$ cat src/rtl/truth_table_sweeper.sv
// rtl/truth_table_sweeper.sv - sweeps {a,b,c} through 000..111 and captures s1/s2 truth tables
// Optional self-check against expected tables: define TT_SWEEPER_CHECK_EN.
module truth_table_sweeper #(
    parameter int HOLD_CYCLES = 50
) (
    input  logic       clk,
    input  logic       rst,
    input  logic       start,
    input  logic       s1_in,
    input  logic       s2_in,
`ifdef TT_SWEEPER_CHECK_EN
    input  logic [7:0] exp_s1,
    input  logic [7:0] exp_s2,
    output logic       mismatch,
`endif
    output logic       a,
    output logic       b,
    output logic       c,
    output logic       busy,
    output logic       done,
    output logic [7:0] tt_s1,
    output logic [7:0] tt_s2
);

    localparam int CNT_W = $clog2(HOLD_CYCLES + 1);
    localparam logic [CNT_W-1:0] CNT_LAST = CNT_W'(HOLD_CYCLES - 1);

    typedef enum logic [1:0] {
        ST_IDLE  = 2'd0,
        ST_DRIVE = 2'd1,
        ST_DONE  = 2'd2
    } state_t;

    state_t           state_q, state_d;
    logic [2:0]       idx_q, idx_d;
    logic [CNT_W-1:0] cnt_q, cnt_d;
    logic [7:0]       tt_s1_q, tt_s1_d;
    logic [7:0]       tt_s2_q, tt_s2_d;

    always_ff @(posedge clk) begin
        if (rst) begin
            state_q <= ST_IDLE;
            idx_q   <= 3'd0;
            cnt_q   <= '0;
            tt_s1_q <= 8'h00;
            tt_s2_q <= 8'h00;
        end else begin
            state_q <= state_d;
            idx_q   <= idx_d;
            cnt_q   <= cnt_d;
            tt_s1_q <= tt_s1_d;
            tt_s2_q <= tt_s2_d;
        end
    end

    always_comb begin
        state_d = state_q;
        idx_d   = idx_q;
        cnt_d   = cnt_q;
        tt_s1_d = tt_s1_q;
        tt_s2_d = tt_s2_q;
        case (state_q)
            ST_IDLE: begin
                if (start) begin
                    state_d = ST_DRIVE;
                    idx_d   = 3'd0;
                    cnt_d   = '0;
                    tt_s1_d = 8'h00;
                    tt_s2_d = 8'h00;
                end
            end
            ST_DRIVE: begin
                // Sample on the last edge of the hold window, then advance the vector.
                if (cnt_q == CNT_LAST) begin
                    tt_s1_d[idx_q] = s1_in;
                    tt_s2_d[idx_q] = s2_in;
                    cnt_d          = '0;
                    if (idx_q == 3'd7) begin
                        state_d = ST_DONE;
                        idx_d   = 3'd0;
                    end else begin
                        idx_d = idx_q + 3'd1;
                    end
                end else begin
                    cnt_d = cnt_q + CNT_W'(1);
                end
            end
            ST_DONE: begin
                state_d = ST_IDLE;
            end
            default: begin
                state_d = ST_IDLE;
                idx_d   = 3'd0;
                cnt_d   = '0;
            end
        endcase
    end

    assign {a, b, c} = idx_q;
    assign busy      = (state_q == ST_DRIVE);
    assign done      = (state_q == ST_DONE);
    assign tt_s1     = tt_s1_q;
    assign tt_s2     = tt_s2_q;

`ifdef TT_SWEEPER_CHECK_EN
    logic [7:0] exp_s1_q;
    logic [7:0] exp_s2_q;
    logic       mismatch_q;
    logic       start_acc;
    logic       sample;

    assign start_acc = (state_q == ST_IDLE) && start;
    assign sample    = (state_q == ST_DRIVE) && (cnt_q == CNT_LAST);

    // Expected tables are latched at start so they may change freely during the sweep.
    always_ff @(posedge clk) begin
        if (rst) begin
            exp_s1_q   <= 8'h00;
            exp_s2_q   <= 8'h00;
            mismatch_q <= 1'b0;
        end else if (start_acc) begin
            exp_s1_q   <= exp_s1;
            exp_s2_q   <= exp_s2;
            mismatch_q <= 1'b0;
        end else if (sample &&
                     ((s1_in != exp_s1_q[idx_q]) || (s2_in != exp_s2_q[idx_q]))) begin
            mismatch_q <= 1'b1;
        end
    end

    assign mismatch = mismatch_q;
`endif

endmodule

$ cat config.mk
export PLATFORM = sky130hd
export DESIGN_NAME = truth_table_sweeper
export DESIGN_NICKNAME = d
export VERILOG_FILES = /design/src/rtl/truth_table_sweeper.sv
export SDC_FILE = /design/constraint.sdc
export NUM_CORES = 1
export LEC_CHECK = 0
export BUFFER_PORTS_ARGS = -buffer_cell sky130_fd_sc_hd__buf_2
export CAP_MARGIN = 20
export CORE_MARGIN = 2
export CORE_UTILIZATION = 47
export DETAILED_ROUTE_END_ITERATION = 8
export PLACE_DENSITY = 0.73
export SYNTH_ARGS = -nofsm -noshare
export SYNTH_HDL_FRONTEND = slang
export SYNTH_SLANG_ARGS = --single-unit
$ cat constraint.sdc
create_clock -name clk -period 1.8 [get_ports clk]
set_clock_uncertainty 0.05 [all_clocks]
set_input_delay 0.27 -clock clk [delete_from_list [all_inputs] [get_ports clk]]
set_output_delay 0.27 -clock clk [all_outputs]
set_load 0.03 [all_outputs]
# ---- Yosys cells after proc, flatten, opt, wreduce, memory -nomap -nowiden
# Cells that the tools add are included.
dict set report word_totals {
  register_bits 27
  inputBits 5
  out_inout_bits 21
  word_cells 44
}
dict set report op_classes {
  n_addsub 2
  magnitude_cmp 2
  eq_ne 7
  n_mux 20
  n_bitwise 1
  n_reduce_logical 7
}
# op count
set op_table {}
lappend op_table {{one-hot mux 8 bit (2 select lines)} 2}
lappend op_table {{two-way mux 8 bit} 3}
lappend op_table {{one-hot mux 6 bit (3 select lines)} 1}
lappend op_table {{bitwise mux 8 bit} 2}
lappend op_table {{two-way mux 6 bit} 2}
lappend op_table {{two-way mux 3 bit} 3}
lappend op_table {{one-hot mux 3 bit (3 select lines)} 1}
lappend op_table {{AND reduction 3 bit} 3}
lappend op_table {{adder 6 x 1 -> 6 bit (second input constant)} 1}
lappend op_table {{equality test 6 bit (second input constant)} 1}
lappend op_table {{two-way mux 2 bit} 3}
lappend op_table {{less-than comparator 3 x 4 -> 1 bit (second input constant)} 1}
lappend op_table {{!= test 2 x 1 -> 1 bit (second input constant)} 2}
lappend op_table {{one-hot mux 2 bit (2 select lines)} 1}
lappend op_table {{adder 3 x 1 -> 3 bit (second input constant)} 1}
lappend op_table {{demux 1 bit (select 3 bit)} 1}
lappend op_table {{equality test 3 bit (second input constant)} 1}
lappend op_table {{>= comparator 3 x 1 -> 1 bit (second input constant)} 1}
lappend op_table {{equality test 2 x 1 -> 1 bit (second input constant)} 1}
lappend op_table {{equality test 2 bit (second input constant)} 1}
lappend op_table {{zero test 2 bit} 1}
lappend op_table {{!= test 2 bit (second input constant)} 1}
lappend op_table {{AND reduction 2 bit} 1}
lappend op_table {{nonzero test 2 bit} 1}
lappend op_table {{3 further kinds} 3}

# ---- Logic depth before layout (Yosys ltp)
# Gate-level depths: netlist (run 1).
dict set report depth {
  depth_word 7
  ltp_mapped 6
  depth_no_buf 6
}

# ---- Worst setup path before layout (run 1)
# OpenSTA, ideal clock, no wires.
dict set report synth_timing {
  path_kind {register to register}
  start {reg cnt_q[0]}
  end {reg tt_s1_q[1], in the netlist tt_s1[1]}
  setup_time_ns 0.117
  arrival_ns 1.576
  required_time_ns 1.633
  slack_ns 0.058
  path_stages_with_launch 6
  n_path_buf 0
  synth_period_minus_slack_ns 1.742
  cell_sequence {dfxtp_1 > ha_1 > nand4bb_4 > a2111oi_4 > a31oi_1 > a22o_1}
}
dict set report synth_via {
  elab_chain_len 3
}
# item line
set synth_lines {}
lappend synth_lines {{from (decl)} 36} ;# logic [CNT_W-1:0] cnt_q, cnt_d;
lappend synth_lines {{from (signal assigned)} 50} ;# cnt_q <= cnt_d;
lappend synth_lines {{equality test 6 bit} 74} ;# if (cnt_q == CNT_LAST) begin
lappend synth_lines {{!= test 2 x 1 -> 1 bit (no line)} -}
lappend synth_lines {{AND reduction 3 bit (no line)} -}
lappend synth_lines {{to (signal assigned)} 51} ;# tt_s1_q <= tt_s1_d;
lappend synth_lines {{to (decl)} 37} ;# logic [7:0] tt_s1_q, tt_s1_d;
# Every way passes these cells.
# A chain may end at the register's enable or synchronous reset.

# ---- Worst setup path in the final report (run 1)
dict set report layout_timing {
  start {reg cnt_q[1]}
  end {reg tt_s2_q[4], in the netlist tt_s2[4]}
}
dict set report layout_via {
  elab_chain_len 3
}
# item line
set layout_lines {}
lappend layout_lines {{equality test 6 bit} 74}
lappend layout_lines {{!= test 2 x 1 -> 1 bit (no line)} -}
lappend layout_lines {{AND reduction 3 bit (no line)} -}
lappend layout_lines {{to (signal assigned)} 52} ;# tt_s2_q <= tt_s2_d;
lappend layout_lines {{to (decl)} 38} ;# logic [7:0] tt_s2_q, tt_s2_d;
# Every way passes these cells.

==> impl_summary.log, run 1 <==
[metrics] EDFF count, synth: 0
[metrics] stage delay of the slowest cell on the critical path: 0.40 ns
[metrics] status: finished clean
[metrics] effective utilization at floorplan: 0.4934
[metrics] Die Span Y: 54.77 µm
[metrics] maximum number of pins on one net before global-route repair: 16
[metrics] area of the die: 2999 µm²
[metrics] mux contribution to synthesized area: 0.008264
[metrics] global-route wire length before repair: 4188 µm
[metrics] number of flip-flops and latches in the synthesized netlist: 27
[metrics] share of synthesized cell area in full adder, half adder and majority cells: 0.04132
[metrics] most common library cell in the layout ignoring fill and taps: dfxtp_1
[metrics] number of global-route vias before repair: 961
[metrics] Placer Congestion: 0.8319
[metrics] total routing resource utilization after global routing: 0.1976
[metrics] Diodes inserted: 0
[metrics] maximum frequency from static timing analysis: 0.5863 GHz
[metrics] max-cap violations: 0
[metrics] endpoint required time on the critical path: 2.04 ns
[metrics] setup bufs post-CTS: 0
[metrics] number of vias in the routed layout: 1068
[metrics] count of nets left with antenna violations after detail routing: 0
[metrics] synthesized-area fraction occupied by ao, oa, aoi and oai cells: 0.2552
[metrics] standard cell core area: 2455 µm²
[metrics] Total Negative Setup Slacks: 0 ns
[metrics] final standard cell utilization of the core: 0.6096
[metrics] Min Clock Period, post-route: 1.705 ns
[metrics] total setup violations reported at the end of the flow: 0
[metrics] commonest non-fill, non-tap cells in the layout: dfxtp_1, buf_2, a22o_1, buf_4, a31oi_1
[metrics] DRC Markers: 0
[metrics] input/output buffers: 25
[metrics] post-synthesis simple-gate area fraction: 0.2180
[metrics] critical-path cell list: inv_1 -> ha_2 -> and4bb_2 -> nand3_2 -> nor4b_4 -> a22o_1
[metrics] worst hold stages: 3
[metrics] synthesis warning total: 0
[metrics] total half-perimeter wirelength after legalization and detailed placement: 2062 µm
[metrics] actual slew at the worst max-slew pin: 0.4211 ns
[metrics] First DRT Iteration DRCs: 20
[metrics] die boundary width: 54.77 µm
[metrics] final layout net count: 167
[metrics] arrival time reported for the critical path endpoint: 1.94 ns
[metrics] slew margin rel.: 0.7182
[metrics] xor and xnor fraction of the mapped netlist area: 0
[metrics] CP Class: flip-flop to flip-flop
[metrics] type of the most critical hold path: input port to flip-flop
[metrics] share of layout cells above drive strength 1: 0.3248
[metrics] power per cell area: 633.3 nW/µm²
[metrics] count of filler cells inserted in the layout: 225
[metrics] number of buffers created by CTS: 3
[metrics] multi-input gate area in the final layout: 655.6 µm²
[metrics] IR Drop Worst-Case VDD: 0.0005531 V
[metrics] Post-Syn Nets: 130
[metrics] area added between synthesis and finish: 23.55%
[metrics] IO Pins: 26
[metrics] standard cell with the maximum stage delay on the critical path: nor4b_4
[metrics] mean area per synthesized cell: 10.01 µm²
[metrics] sequential cell area: 541.8 µm²
[metrics] master cell of the clock root buffer: clkbuf_4
[metrics] initial antenna violation count: 0
[metrics] period utilization: 0.9475
[metrics] maximum buffer depth of the clock tree: 2
[metrics] final hold violations: 0
[metrics] Leakage: 0.6494 nW
[metrics] startpoint type of the worst setup path: flip-flop
[metrics] CTS tree: done
[metrics] Rows: 18
[metrics] share of synthesized area occupied by flip-flops and latches: 0.4463
[metrics] first drt pass iteration count: 4
[metrics] cell area after technology mapping: 1211 µm²
[metrics] Via-to-Cell Ratio: 5.711
[metrics] global route total overflow: 0
[metrics] Worst-path clk slew: 0.14 ns
[metrics] routed wire length per instance: 14.16 µm
[metrics] main combinational cell family by area after synthesis: compound AO/OA/AOI/OAI gates
[metrics] crit end category: flip-flop
[metrics] top fanout value on the critical path: 4
[metrics] library cells used by synthesis: 33
[metrics] number of cells traversed by the worst register-to-register path: 6
[metrics] most common flop cell mapped by yosys: dfxtp_1
[metrics] number of H-tree levels: 1
[metrics] total number of clock tree sinks: 27
[metrics] Post-Syn Instances: 121
[metrics] total wirelength of the detailed-routed design: 2647 µm
[metrics] clock latency on the worst-skew pair: 0.33 ns
[metrics] share of async-settable or async-resettable flops after synthesis: 0
[metrics] max-slew violation count: 0
[Yosys cell counts (3+ instances only)]
cell      count  area [µm²]
a21oi_1       3       15.01
a22o_1       18       157.7
a31oi_1      10       62.56
and3_1        3       18.77
clkbuf_1      3       11.26
dfxtp_1      27       540.5
ha_1          4       50.05
inv_1         5       18.77
nand2_1       6       22.52
nand3_1       6       30.03
nor2_1        4       15.01
nor2b_1       4       25.02
nor3_1        3       15.01
[layout make-up]
cell class                      instances  share of cell area
Tap cell                               30             0.02508
Clock inverter                          1            0.003344
Multi-Input combinational cell         84              0.4381
Timing Repair Buffer                   36              0.1413
Inverter                                6             0.01505
Clock buffer                            3             0.01505
Sequential cell                        27              0.3620
[flip-flops by register name, summed over array words and instances, names as in the netlist]
name and cells:
cnt_q 6, idx_q 3, state_q 2, tt_s1 8, tt_s2 8
[timing repair]
item,4_1_cts,5_1_grt
endpoints found under the setup margin,0,17
gates resized for setup,0,6
endpoints found under the hold margin,0,0
hold buffers,0,0
[power breakdown]
part | internal (mW) | switching, mW | total, mW
clock | 0.0836 | 0.179 | 0.263
combinational | 0.0325 | 0.0467 | 0.0793
sequential | 0.602 | 0.00353 | 0.605
total | 0.718 | 0.230 | 0.948
[cell families (layout without fill, tap and decap cells)]
kind of cell | count (synthesis) | after routing
simple gates | 40 | 40
compound gates | 39 | 39
flops | 27 | 27
buf+inv | 10 | 46
fa+ha+maj | 4 | 4
mux | 1 | 1
[per-stage QoR]
stage / total power [mW] / hold WS [ns] / area, µm² / std cells / setup slack (ns)
floorplan: 0.6643 / 0.4210 / 1211 / 121 / 0.05755
global placement: 0.6926 / 0.4057 / 1441 / 183 / 0.07887
detailed placement: 0.6941 / 0.4025 / 1441 / 183 / 0.04434
CTS: 0.9522 / 0.2037 / 1469 / 187 / 0.01555
global route: 0.9810 / 0.2065 / 1496 / 187 / -0.02942
finish: 0.9477 / 0.2050 / 1496 / 187 / 0.09450
[path summary, 6_finish.rpt]
kind | from | endpoint | slack (ns)
hold reg to reg | tt_s2[3] | tt_s2[3] | 0.43
setup reg to reg | cnt_q[1] | tt_s2[4] | 0.09
setup / recovery | cnt_q[1] | tt_s2[4] | 0.09
hold / removal | start | state_q[0] | 0.20
[worst max-delay path: cells and delay by family (launching register included)]
family / cells / cell delay (ns)
AO/OA/AOI/OAI: 1 / 0.20
adder cells (fa/ha/maj): 1 / 0.19
buffers and inverters: 1 / 0.05
flip-flops: 1 / 0.35
AND/OR/NAND/NOR: 3 / 0.83
[layer usage]
layer / vias up / global-route usage / part of all wire
met5: - / 0 / 0
met4: 0 / 0.07917 / 0.014
met3: 7 / 0.06011 / 0.039
met2: 23 / 0.3492 / 0.51
met1: 506 / 0.2174 / 0.44
li1: 532 / - / -
No activity file was read; power rests on OpenSTA's default activity.
==> inputs of run 2 (changes only) <==
CORE_UTILIZATION = 52   (was 47)
PLACE_DENSITY = 0.77   (was 0.73)
clock period = 1.7 ns   (was 1.8 ns; I/O delays follow)
==> run 2 against run 1 <==
Effect of this change: register-to-register slack hardly changed; sequential share of layout area is 0.61 points lower; clock power is 3% higher; sequential power is 6.1% higher; setup slack worse by 0.0071 ns; die area is 8.9% lower; sequential cell count stayed put; routed wire length is 3.0% higher; cell count stayed put; clock-buffer cell count stayed put; design area is 2.2% higher; critical path type unchanged; largest cell class unchanged; largest power group unchanged; highest routed layer unchanged.
==> impl_summary.log, run 2 (synthesized netlist as in run 1, its figures left out) <==
[metrics] slew margin rel.: 0.6654 (-0.05287)
[metrics] Worst-path clk slew: 0.14 ns (about the same)
[metrics] area of the die: 2731 µm² (-8.9%)
[metrics] CP Class: flip-flop to flip-flop
[metrics] count of nets left with antenna violations after detail routing: 0 (unchanged)
[metrics] total number of clock tree sinks: 27 (unchanged)
[metrics] number of vias in the routed layout: 1071 (+0.28%)
[metrics] IR Drop Worst-Case VDD: 0.0004897 V (-11%)
[metrics] effective utilization at floorplan: 0.5475 (+0.05414)
[metrics] total wirelength of the detailed-routed design: 2726 µm (+3.0%)
[metrics] period utilization: 0.9486 (+0.001069)
[metrics] first drt pass iteration count: 4 (unchanged)
[metrics] number of global-route vias before repair: 1000 (+4.1%)
[metrics] Placer Congestion: 0.8398 (+0.95%)
[metrics] power per cell area: 653.9 nW/µm² (+3.3%)
[metrics] Total Negative Setup Slacks: 0 ns (unchanged)
[metrics] Post-Layout Cell Count: 187 (unchanged)
[metrics] number of H-tree levels: 1 (unchanged)
[metrics] Post-CTS Hold Buffers: 0 (unchanged)
[metrics] First DRT Iteration DRCs: 15 (-25%)
[metrics] Via-to-Cell Ratio: 5.727 (+0.28%)
[metrics] top fanout value on the critical path: 4 (unchanged)
[metrics] arrival time reported for the critical path endpoint: 1.79 ns (-0.15 ns)
[metrics] maximum number of pins on one net before global-route repair: 16 (unchanged)
[metrics] initial antenna violation count: 0 (unchanged)
[metrics] number of buffers created by CTS: 3 (unchanged)
[metrics] Leakage: 0.6608 nW (+1.8%)
[metrics] actual slew at the worst max-slew pin: 0.5009 ns (+0.07983 ns)
[metrics] most common library cell in the layout ignoring fill and taps: buf_2
[metrics] Min Clock Period, post-route: 1.613 ns (-0.09293 ns)
[metrics] total setup violations reported at the end of the flow: 0 (unchanged)
[metrics] total routing resource utilization after global routing: 0.2183 (+0.02073)
[metrics] standard cell core area: 2212 µm² (-9.9%)
[metrics] area added between synthesis and finish: 26.24%
[metrics] total half-perimeter wirelength after legalization and detailed placement: 2051 µm (-0.53%)
[metrics] DRC Markers: 0 (unchanged)
[metrics] die boundary width: 52.26 µm (-4.6%)
[metrics] max-slew violation count: 0 (unchanged)
[metrics] global-route wire length before repair: 4388 µm (+4.8%)
[metrics] max-cap violations: 0 (unchanged)
[metrics] count of filler cells inserted in the layout: 178 (-21%)
[metrics] Die Span Y: 52.26 µm (-4.6%)
[metrics] status: finished clean
[metrics] global route total overflow: 0 (unchanged)
[metrics] type of the most critical hold path: input port to flip-flop
[metrics] final layout net count: 169 (+1.2%)
[metrics] maximum buffer depth of the clock tree: 2 (unchanged)
[metrics] input/output buffers: 25 (unchanged)
[metrics] Placed Cells: 182 (-0.55%)
[metrics] routed wire length per instance: 14.58 µm (+3.0%)
[metrics] Rows: 17 (-1)
[metrics] crit end category: flip-flop
[metrics] CTS tree: done
[metrics] commonest non-fill, non-tap cells in the layout: buf_2, dfxtp_1, a22o_1, buf_4, a31oi_1
[metrics] Diodes inserted: 0 (unchanged)
[metrics] maximum frequency from static timing analysis: 0.6201 GHz (+5.8%)
[metrics] clock latency on the worst-skew pair: 0.32 ns (about the same)
[metrics] startpoint type of the worst setup path: flip-flop
[metrics] endpoint required time on the critical path: 1.88 ns (-0.16 ns)
[metrics] unrepaired setup endpoints after global routing: false
[metrics] final hold violations: 0 (unchanged)
[metrics] IO Pins: 26 (unchanged)
[metrics] share of layout cells above drive strength 1: 0.3522 (+0.02736)
[metrics] master cell of the clock root buffer: clkbuf_4
-- run 2: changes by cell type in the layout (fill, tap and decap cells not counted), sizes merged --
| cell | previous run | this run |
|---|---|---|
| buf | 36 | 38 |
-- run 2: per-layer routing --
layer	routed length (µm)	up-vias	share of wire	GRT usage
li1	-	538	-	-
met1	1245	501	0.46	0.2616
met2	1339	28	0.49	0.3692
met3	92	4	0.034	0.03143
met4	48	0	0.018	0.1282
met5	0	-	0	0
-- run 2: per-stage QoR --
| step | utilization | instance area (µm²) | hold WS [ns] | worst slack, ns | power [mW] |
|---|---|---|---|---|---|
| after floorplan | - | 1211 | 0.4060 | 0.04288 | 0.7034 |
| after global placement | 0.6538 | 1446 | 0.4056 | 0.1019 | 0.7322 |
| after detailed placement | 0.6538 | 1446 | 0.4074 | 0.04885 | 0.7349 |
| after CTS | 0.6663 | 1474 | 0.2061 | 0.01751 | 1.004 |
| after global routing | 0.6912 | 1529 | 0.2222 | 0.01330 | 1.043 |
| final | 0.6912 | 1529 | 0.2011 | 0.08744 | 0.9998 |
-- run 2: worst max-delay path, stage by stage, from the launching register on --
cell	delay, ns
dfxtp_2	0.36
inv_2	0.04
ha_4	0.15
and4bb_2	0.26
and3_1	0.18
and3_1	0.23
a22o_1	0.25
-- run 2: power breakdown --
group	internal, mW	total (mW)	switching [mW]
clock network	0.0881	0.272	0.184
registers	0.638	0.642	0.00467
logic	0.0357	0.0854	0.0497
total	0.761	1.00	0.238
-- run 2: cell type report --
cell class | instances | area, µm² | share of cell area
multi-input combinational | 84 | 673.1 | 0.4403
inverter | 6 | 22.52 | 0.01473
clock buffer | 3 | 22.52 | 0.01473
sequential | 27 | 544.3 | 0.3560
clock inverter | 1 | 5.005 | 0.003273
tap | 28 | 35.03 | 0.02291
timing repair buffer | 38 | 226.5 | 0.1481
-- run 2: final timing paths --
kind | start | to | slack (ns) | cells past startpoint
min | start | state_q[0] | 0.20 | 3
max | cnt_q[1] | tt_s1[3] | 0.09 | 6
max reg2reg | cnt_q[1] | tt_s1[3] | 0.09 | 6
min reg2reg | tt_s1[2] | tt_s1[2] | 0.44 | 1
-- run 2: what timing repair did --
action / CTS / global route
setup endpoints to repair: 0 / 12
gates resized for setup: 0 / 11
buffers inserted: 0 / 1
hold endpoints to repair: 0 / 0
